## src/rtl/tile_sequencer_if.sv

```systemverilog
// Handshake bundle between a run controller (master) and the tile sequencer (slave).
// Carries start/abort/tile count in, buffer-read and switch strobes plus output-row tracking out.
interface tile_sequencer_if #(
  parameter int A_ROWS = 16,
  parameter int TILE_W = 8
);
  localparam int RW = (A_ROWS > 1) ? $clog2(A_ROWS) : 1;

  logic              start;
  logic              abort;
  logic [TILE_W-1:0] num_tiles;
  logic              w_read;
  logic              if_read;
  logic              switch;
  logic              of_valid;
  logic [RW-1:0]     of_row;
  logic [TILE_W-1:0] of_tile;
  logic              busy;
  logic              done;

  modport master (
    output start, abort, num_tiles,
    input  w_read, if_read, switch, of_valid, of_row, of_tile, busy, done
  );

  modport slave (
    input  start, abort, num_tiles,
    output w_read, if_read, switch, of_valid, of_row, of_tile, busy, done
  );
endinterface

```

## src/rtl/tile_sequencer.sv

```systemverilog
// Multi-tile control sequencer for the weight-stationary systolic array: preloads the next
// tile's weights while the current one streams, and tracks which output row is leaving the array.
module tile_sequencer #(
  parameter int ROWS   = 8,
  parameter int A_ROWS = 16,
  parameter int LAT    = 15,
  parameter int TILE_W = 8
) (
  input  logic clk,
  input  logic rst,
  tile_sequencer_if.slave bus
);

  localparam int PMAX = (ROWS > A_ROWS) ? ((ROWS > LAT) ? ROWS : LAT)
                                        : ((A_ROWS > LAT) ? A_ROWS : LAT);
  localparam int PW = $clog2(PMAX + 1);
  localparam int SW = $clog2(A_ROWS + LAT + 1);
  localparam int RW = (A_ROWS > 1) ? $clog2(A_ROWS) : 1;

  localparam logic [PW-1:0] ROWS_CNT   = PW'(ROWS);
  localparam logic [PW-1:0] ROWS_END   = PW'(ROWS - 1);
  localparam logic [PW-1:0] STREAM_END = PW'(A_ROWS - 1);
  localparam logic [PW-1:0] DRAIN_END  = PW'(LAT - 1);
  localparam logic [SW-1:0] LAT_IDX    = SW'(LAT);
  localparam logic [SW-1:0] AROWS_IDX  = SW'(A_ROWS);

  typedef enum logic [2:0] {
    S_IDLE, S_PRELOAD, S_SWITCH, S_STREAM, S_DRAIN, S_DONE
  } state_t;

  state_t            state_q, state_n;
  logic [PW-1:0]     phase_q, phase_n;
  logic [TILE_W-1:0] tile_q, tile_n;
  logic [TILE_W-1:0] count_q, count_n;

  logic              w_read_q, if_read_q, switch_q, of_valid_q, busy_q, done_q;
  logic [RW-1:0]     of_row_q;
  logic [TILE_W-1:0] of_tile_q;

  logic [SW-1:0]     sidx_n;
  logic              in_win_n;
  logic              w_read_n;

  // Widened compare so a count of 2^TILE_W-1 never wraps.
  function automatic logic tiles_remain(input logic [TILE_W-1:0] idx,
                                        input logic [TILE_W-1:0] cnt);
    return ({1'b0, idx} + {{TILE_W{1'b0}}, 1'b1}) < {1'b0, cnt};
  endfunction

  // Cycle index measured from the first STREAM cycle of the current tile.
  function automatic logic [SW-1:0] stream_idx(input state_t st, input logic [PW-1:0] ph);
    if (st == S_DRAIN) return AROWS_IDX + SW'(ph);
    return SW'(ph);
  endfunction

  always_comb begin
    state_n = state_q;
    phase_n = phase_q + PW'(1);
    tile_n  = tile_q;
    count_n = count_q;
    unique case (state_q)
      S_IDLE: begin
        phase_n = '0;
        if (bus.start && !bus.abort) begin
          count_n = bus.num_tiles;
          tile_n  = '0;
          state_n = (bus.num_tiles == '0) ? S_DONE : S_PRELOAD;
        end
      end
      S_PRELOAD: begin
        if (phase_q == ROWS_END) begin
          state_n = S_SWITCH;
          phase_n = '0;
        end
      end
      S_SWITCH: begin
        state_n = S_STREAM;
        phase_n = '0;
      end
      S_STREAM: begin
        if (phase_q == STREAM_END) begin
          state_n = S_DRAIN;
          phase_n = '0;
        end
      end
      S_DRAIN: begin
        if (phase_q == DRAIN_END) begin
          tile_n  = tile_q + TILE_W'(1);
          phase_n = '0;
          state_n = tiles_remain(tile_q, count_q) ? S_SWITCH : S_DONE;
        end
      end
      S_DONE: begin
        state_n = S_IDLE;
        phase_n = '0;
      end
      default: begin
        state_n = S_IDLE;
        phase_n = '0;
      end
    endcase
    if (bus.abort) begin
      state_n = S_IDLE;
      phase_n = '0;
    end

    // Outputs are precomputed from the next state so they register in step with it.
    sidx_n   = stream_idx(state_n, phase_n);
    in_win_n = ((state_n == S_STREAM) || (state_n == S_DRAIN)) && (sidx_n >= LAT_IDX);
    w_read_n = (state_n == S_PRELOAD) ||
               ((state_n == S_STREAM) && (phase_n < ROWS_CNT) && tiles_remain(tile_n, count_n));
  end

  always_ff @(posedge clk or posedge rst) begin
    if (rst) begin
      state_q    <= S_IDLE;
      phase_q    <= '0;
      tile_q     <= '0;
      count_q    <= '0;
      w_read_q   <= 1'b0;
      if_read_q  <= 1'b0;
      switch_q   <= 1'b0;
      of_valid_q <= 1'b0;
      of_row_q   <= '0;
      of_tile_q  <= '0;
      busy_q     <= 1'b0;
      done_q     <= 1'b0;
    end else begin
      state_q    <= state_n;
      phase_q    <= phase_n;
      tile_q     <= tile_n;
      count_q    <= count_n;
      w_read_q   <= w_read_n;
      if_read_q  <= (state_n == S_STREAM);
      switch_q   <= (state_n == S_SWITCH);
      of_valid_q <= in_win_n;
      of_row_q   <= in_win_n ? RW'(sidx_n - LAT_IDX) : '0;
      of_tile_q  <= tile_n;
      busy_q     <= (state_n != S_IDLE);
      done_q     <= (state_n == S_DONE);
    end
  end

  assign bus.w_read   = w_read_q;
  assign bus.if_read  = if_read_q;
  assign bus.switch   = switch_q;
  assign bus.of_valid = of_valid_q;
  assign bus.of_row   = of_row_q;
  assign bus.of_tile  = of_tile_q;
  assign bus.busy     = busy_q;
  assign bus.done     = done_q;

endmodule

```

## src/flat_wrapper.sv

```systemverilog
// flat-port wrapper written by rule: the top's interface ports become plain ports
module tile_sequencer_flat 
#(
  parameter int ROWS   = 8,
  parameter int A_ROWS = 16,
  parameter int LAT    = 15,
  parameter int TILE_W = 8
)
  (clk, rst, bus_start, bus_abort, bus_num_tiles, bus_w_read, bus_if_read, bus_switch, bus_of_valid, bus_of_row, bus_of_tile, bus_busy, bus_done);
  tile_sequencer_if #(.A_ROWS(A_ROWS), .TILE_W(TILE_W)) bus_i ();
  input  logic clk;
  input  logic rst;
  input wire logic [$bits(bus_i.start)-1:0] bus_start;
  input wire logic [$bits(bus_i.abort)-1:0] bus_abort;
  input wire logic [$bits(bus_i.num_tiles)-1:0] bus_num_tiles;
  output wire logic [$bits(bus_i.w_read)-1:0] bus_w_read;
  output wire logic [$bits(bus_i.if_read)-1:0] bus_if_read;
  output wire logic [$bits(bus_i.switch)-1:0] bus_switch;
  output wire logic [$bits(bus_i.of_valid)-1:0] bus_of_valid;
  output wire logic [$bits(bus_i.of_row)-1:0] bus_of_row;
  output wire logic [$bits(bus_i.of_tile)-1:0] bus_of_tile;
  output wire logic [$bits(bus_i.busy)-1:0] bus_busy;
  output wire logic [$bits(bus_i.done)-1:0] bus_done;
  assign bus_i.start = bus_start;
  assign bus_i.abort = bus_abort;
  assign bus_i.num_tiles = bus_num_tiles;
  assign bus_w_read = bus_i.w_read;
  assign bus_if_read = bus_i.if_read;
  assign bus_switch = bus_i.switch;
  assign bus_of_valid = bus_i.of_valid;
  assign bus_of_row = bus_i.of_row;
  assign bus_of_tile = bus_i.of_tile;
  assign bus_busy = bus_i.busy;
  assign bus_done = bus_i.done;
  tile_sequencer #(.ROWS(ROWS), .A_ROWS(A_ROWS), .LAT(LAT), .TILE_W(TILE_W)) u_core (.clk(clk), .rst(rst), .bus(bus_i));
endmodule
```

## config.mk

```make
export PLATFORM = sky130hd
export DESIGN_NAME = tile_sequencer_flat
export DESIGN_NICKNAME = d
export VERILOG_FILES = /design/src/rtl/tile_sequencer_if.sv /design/src/rtl/tile_sequencer.sv /design/src/flat_wrapper.sv
export SDC_FILE = /design/constraint.sdc
export NUM_CORES = 1
export LEC_CHECK = 0
export CORE_ASPECT_RATIO = 1.1
export CORE_MARGIN = 5
export CORE_UTILIZATION = 60
export CTS_CLUSTER_DIAMETER = 60
export DETAILED_ROUTE_END_ITERATION = 8
export PLACE_DENSITY_LB_ADDON = 0.12
export REMOVE_ABC_BUFFERS = 1
export SLEW_MARGIN = 20
export SYNTH_ARGS = -nofsm -noshare
export SYNTH_HDL_FRONTEND = slang
export SYNTH_SLANG_ARGS = --single-unit
```

## constraint.sdc

```tcl
create_clock -name clk -period 7.6 [get_ports clk]
set_input_delay 1.9 -clock clk [delete_from_list [all_inputs] [get_ports clk]]
set_output_delay 1.9 -clock clk [all_outputs]
set_load 0.03 [all_outputs]
```

==> flow_metrics.tcl <==
set metrics [dict create \
    setup_viol 0 \
    die_w_microns 70.8 \
    grt_pass1_wl_mm 9.58 \
    yosysSeqAreaShare 0.349 \
    place_inst 331 \
    relSlewSlack 0.526 \
    finalHoldViolations 0 \
    ir_drop_mv 0.126 \
    rsz0062_at_grt "no" \
    worstPathMaxFanout 11 \
    rows 24 \
    cts.sinks 34 \
    drtPass1Iterations 4 \
    n_fill_cell 318 \
    post_drt_wl_per_cell_microns 16.5 \
    fin_crit_ns 5.44 \
    syn-cell-area_sq_um 2440 \
    slowest_stage "nor4b_4" \
    gp_congestion 0.909 \
    vias_per_cell 6.06 \
    clock-skew-final_ns 0.00597 \
    worst_slew_pin_slew_ns 0.709 \
    status "completed" \
    powerDensity_nw_per_um2 151 \
    crit_required_ns 7.80 \
    leakage_nw 1.33 \
    die_h_microns 76.8 \
    pre_cts_ws_ns 1.87 \
    htree_num_levels 2 \
    end_kind "flip-flop" \
    worst-path-buf-inv 1 \
    numCtsBuffers 5 \
    dpl.hpwl_mm 4.32 \
    ys_types 59 \
    grt_max_degree 35 \
    ctsHoldBuffers 0 \
    cap_viol_max_count 0 \
    drtAntennaViolNets 0 \
    worstPathCellList "clkdlybuf4s50_1, nor4b_4, nor2_1, a21o_1, ha_1, o21a_1, o311a_1, and3_1, xnor2_1, ha_1, a21o_1, a2111oi_0, a31oi_1, a211oi_1" \
    nets 319 \
    areaGrowthSynthToFinish_pct 16.3 \
    synth_edf_count 0 \
    cp.arrival_ns 5.64 \
    max_stage_delay_ns 0.66 \
    timing.fmax_mhz 184 \
    cts_buffer_depth 2 \
    ys_warn_count 0 \
    drc_errors 0 \
    finalSetupTns_ns 0 \
    timing.final.ws_setup_ns 2.16 \
    die_area_sq_um 5440 \
    antennaDiodeCount 0 \
    grtUsageTotal 0.218 \
    cts_tree "done" \
    critical-path-top-delay-family "compound AO/OA/AOI/OAI gates" \
    cts_root_buf "clkbuf_8" \
    post_cts_resized 0 \
    drive_above_1_share 0.0592 \
    gr-total-overflow 0 \
    async_flop_share 1.00 \
    hp-class "flip-flop to flip-flop" \
    instances_no_fill 339 \
    synth-main-ff-cell "dfrtp_1" \
    ys_ff_latch 34 \
    critical_path_class "input pin to flip-flop" \
    cts_setup_buffers 0 \
    syn_inst 260 \
    numPortBuffers 29 \
    initial_core_util 0.619 \
    wl_mm 5.58 \
    antenna_found_initial 0 \
    finalMaxSlewViolations 0 \
    grt_pass1_vias 2055 \
    min_period_over_period 0.716 \
    worst_setup_path_start_kind "input pin" \
    core_sq_um 3930 \
    via_count 2053 \
    drt_iter0_markers 148 \
    path_clk_slew_ns 0.07 \
    syn_area_per_cell_sq_um 9.37 \
    insertion_delay_ns 0.29 \
    io_pins 30 \
]
-- worst reg2reg max path, cell delays in order (launching register included) --
cell,delay [ns]
dfrtp_1,0.43
inv_1,0.08
ha_1,0.16
nand4b_1,0.35
nor2_1,0.70
nor2_1,0.21
a21o_1,0.25
ha_1,0.22
o21a_1,0.11
o311a_1,0.15
and3_1,0.22
xnor2_1,0.19
ha_1,0.28
a21o_1,0.15
a2111oi_0,0.42
a31oi_1,0.14
a211oi_1,0.17
-- worst paths after layout --
| path | startpoint | to | slack [ns] | cells after the start |
|---|---|---|---|---|
| setup / recovery | bus_abort | u_core.bus.w_read | 2.16 | 14 |
| hold / removal | u_core.count_q[6] | u_core.count_q[6] | 0.52 | 2 |
| setup reg to reg | u_core.phase_q[0] | u_core.bus.w_read | 3.28 | 16 |
| hold reg to reg | u_core.count_q[6] | u_core.count_q[6] | 0.52 | 2 |
| max in group asynchronous | rst | u_core.tile_q[6] | 5.27 | 3 |
| min in group asynchronous | rst | u_core.count_q[4] | 2.02 | 3 |
-- cell families (layout without fill, tap and decap cells) --
kind of cell,Yosys count,after routing,synth area share
adders and majority gates,21,21,0.108
and+or+nand+nor,72,72,0.173
buffers and inverters,37,64,0.0647
muxes,8,8,0.0334
xor gates and xnor gates,17,17,0.0611
AOI/OAI and AO/OA,71,71,0.211
DFF,34,34,0.349
-- through the flow --
stage,power (mW),area (sq um),hold slack (ns),utilization
after floorplan,0.261,2370,0.478,-
after global placement,0.288,2740,0.504,0.697
after detailed placement,0.291,2740,0.506,0.697
after CTS,0.431,2830,0.526,0.720
after global routing,0.453,2830,0.548,0.720
final,0.427,2830,0.520,0.720
-- final cells by class --
cell class	count	area, sq um	area share
clock buffers	7	86.3	0.0305
clock inverters	1	5.00	0.00177
inverters	25	93.8	0.0331
multi-input cells	189	1430	0.504
flip-flops and latches	34	851	0.300
well taps	52	65.1	0.0230
repair buffers	31	305	0.108
-- placed cells by master, fill, tap and decap left out, types with 2 or more instances in the layout --
master           count
xnor2_1             11
nand3_1              8
nand4b_1             2
a211oi_1             5
a311o_1              2
mux2i_1              7
xor2_1               6
a22o_1               3
clkdlybuf4s50_1     29
clkbuf_8             6
a21o_1               6
o21a_1               3
a31oi_1              4
dfrtp_1             34
o21ai_0              6
o31ai_1              4
nor2b_1              5
or4_1                2
nand2_1              6
buf_4                2
o211ai_1             6
nand2b_1             3
a211o_1              2
and2_1               2
o21ai_1              2
ha_1                21
nor2_1              20
and3_1               6
inv_1               25
nor3_1               7
a21oi_1             14
-- flip-flops by register name (all words and copies together), names as in the netlist --
register	cells
u_core.phase_q	5
u_core.bus.busy	1
u_core.bus.w_read	1
u_core.bus.if_read	1
u_core.count_q	8
u_core.bus.done	1
u_core.bus.of_valid	1
u_core.tile_q	8
u_core.bus.of_row	4
u_core.bus.switch	1
u_core.state_q	3
-- synthesized netlist by cell type (7+ instances only) --
master   count  area share
a21oi_1     14       0.029
dfrtp_1     34        0.35
ha_1        21        0.11
inv_1       25       0.039
mux2i_1      7       0.029
nand3_1      8       0.016
nor2_1      20       0.031
nor3_1       7       0.014
xnor2_1     11       0.040
-- layer usage --
| metal | GRT usage | vias to the layer above | part of all wire |
|---|---|---|---|
| met5 | 0 | - | 0 |
| met3 | 0.0327 | 17 | 0.041 |
| met2 | 0.365 | 50 | 0.51 |
| met1 | 0.273 | 991 | 0.42 |
| met4 | 0.103 | 0 | 0.025 |
| li1 | - | 995 | - |
-- power breakdown --
part	leakage [nW]	switching, mW	internal (mW)	total, mW
combinational	0.831	0.0474	0.0375	0.0849
clock	0.0482	0.0660	0.0731	0.139
sequential	0.454	0.0109	0.192	0.203
total	1.33	0.124	0.303	0.427
Note: power is estimated with default switching activity, not from simulation.
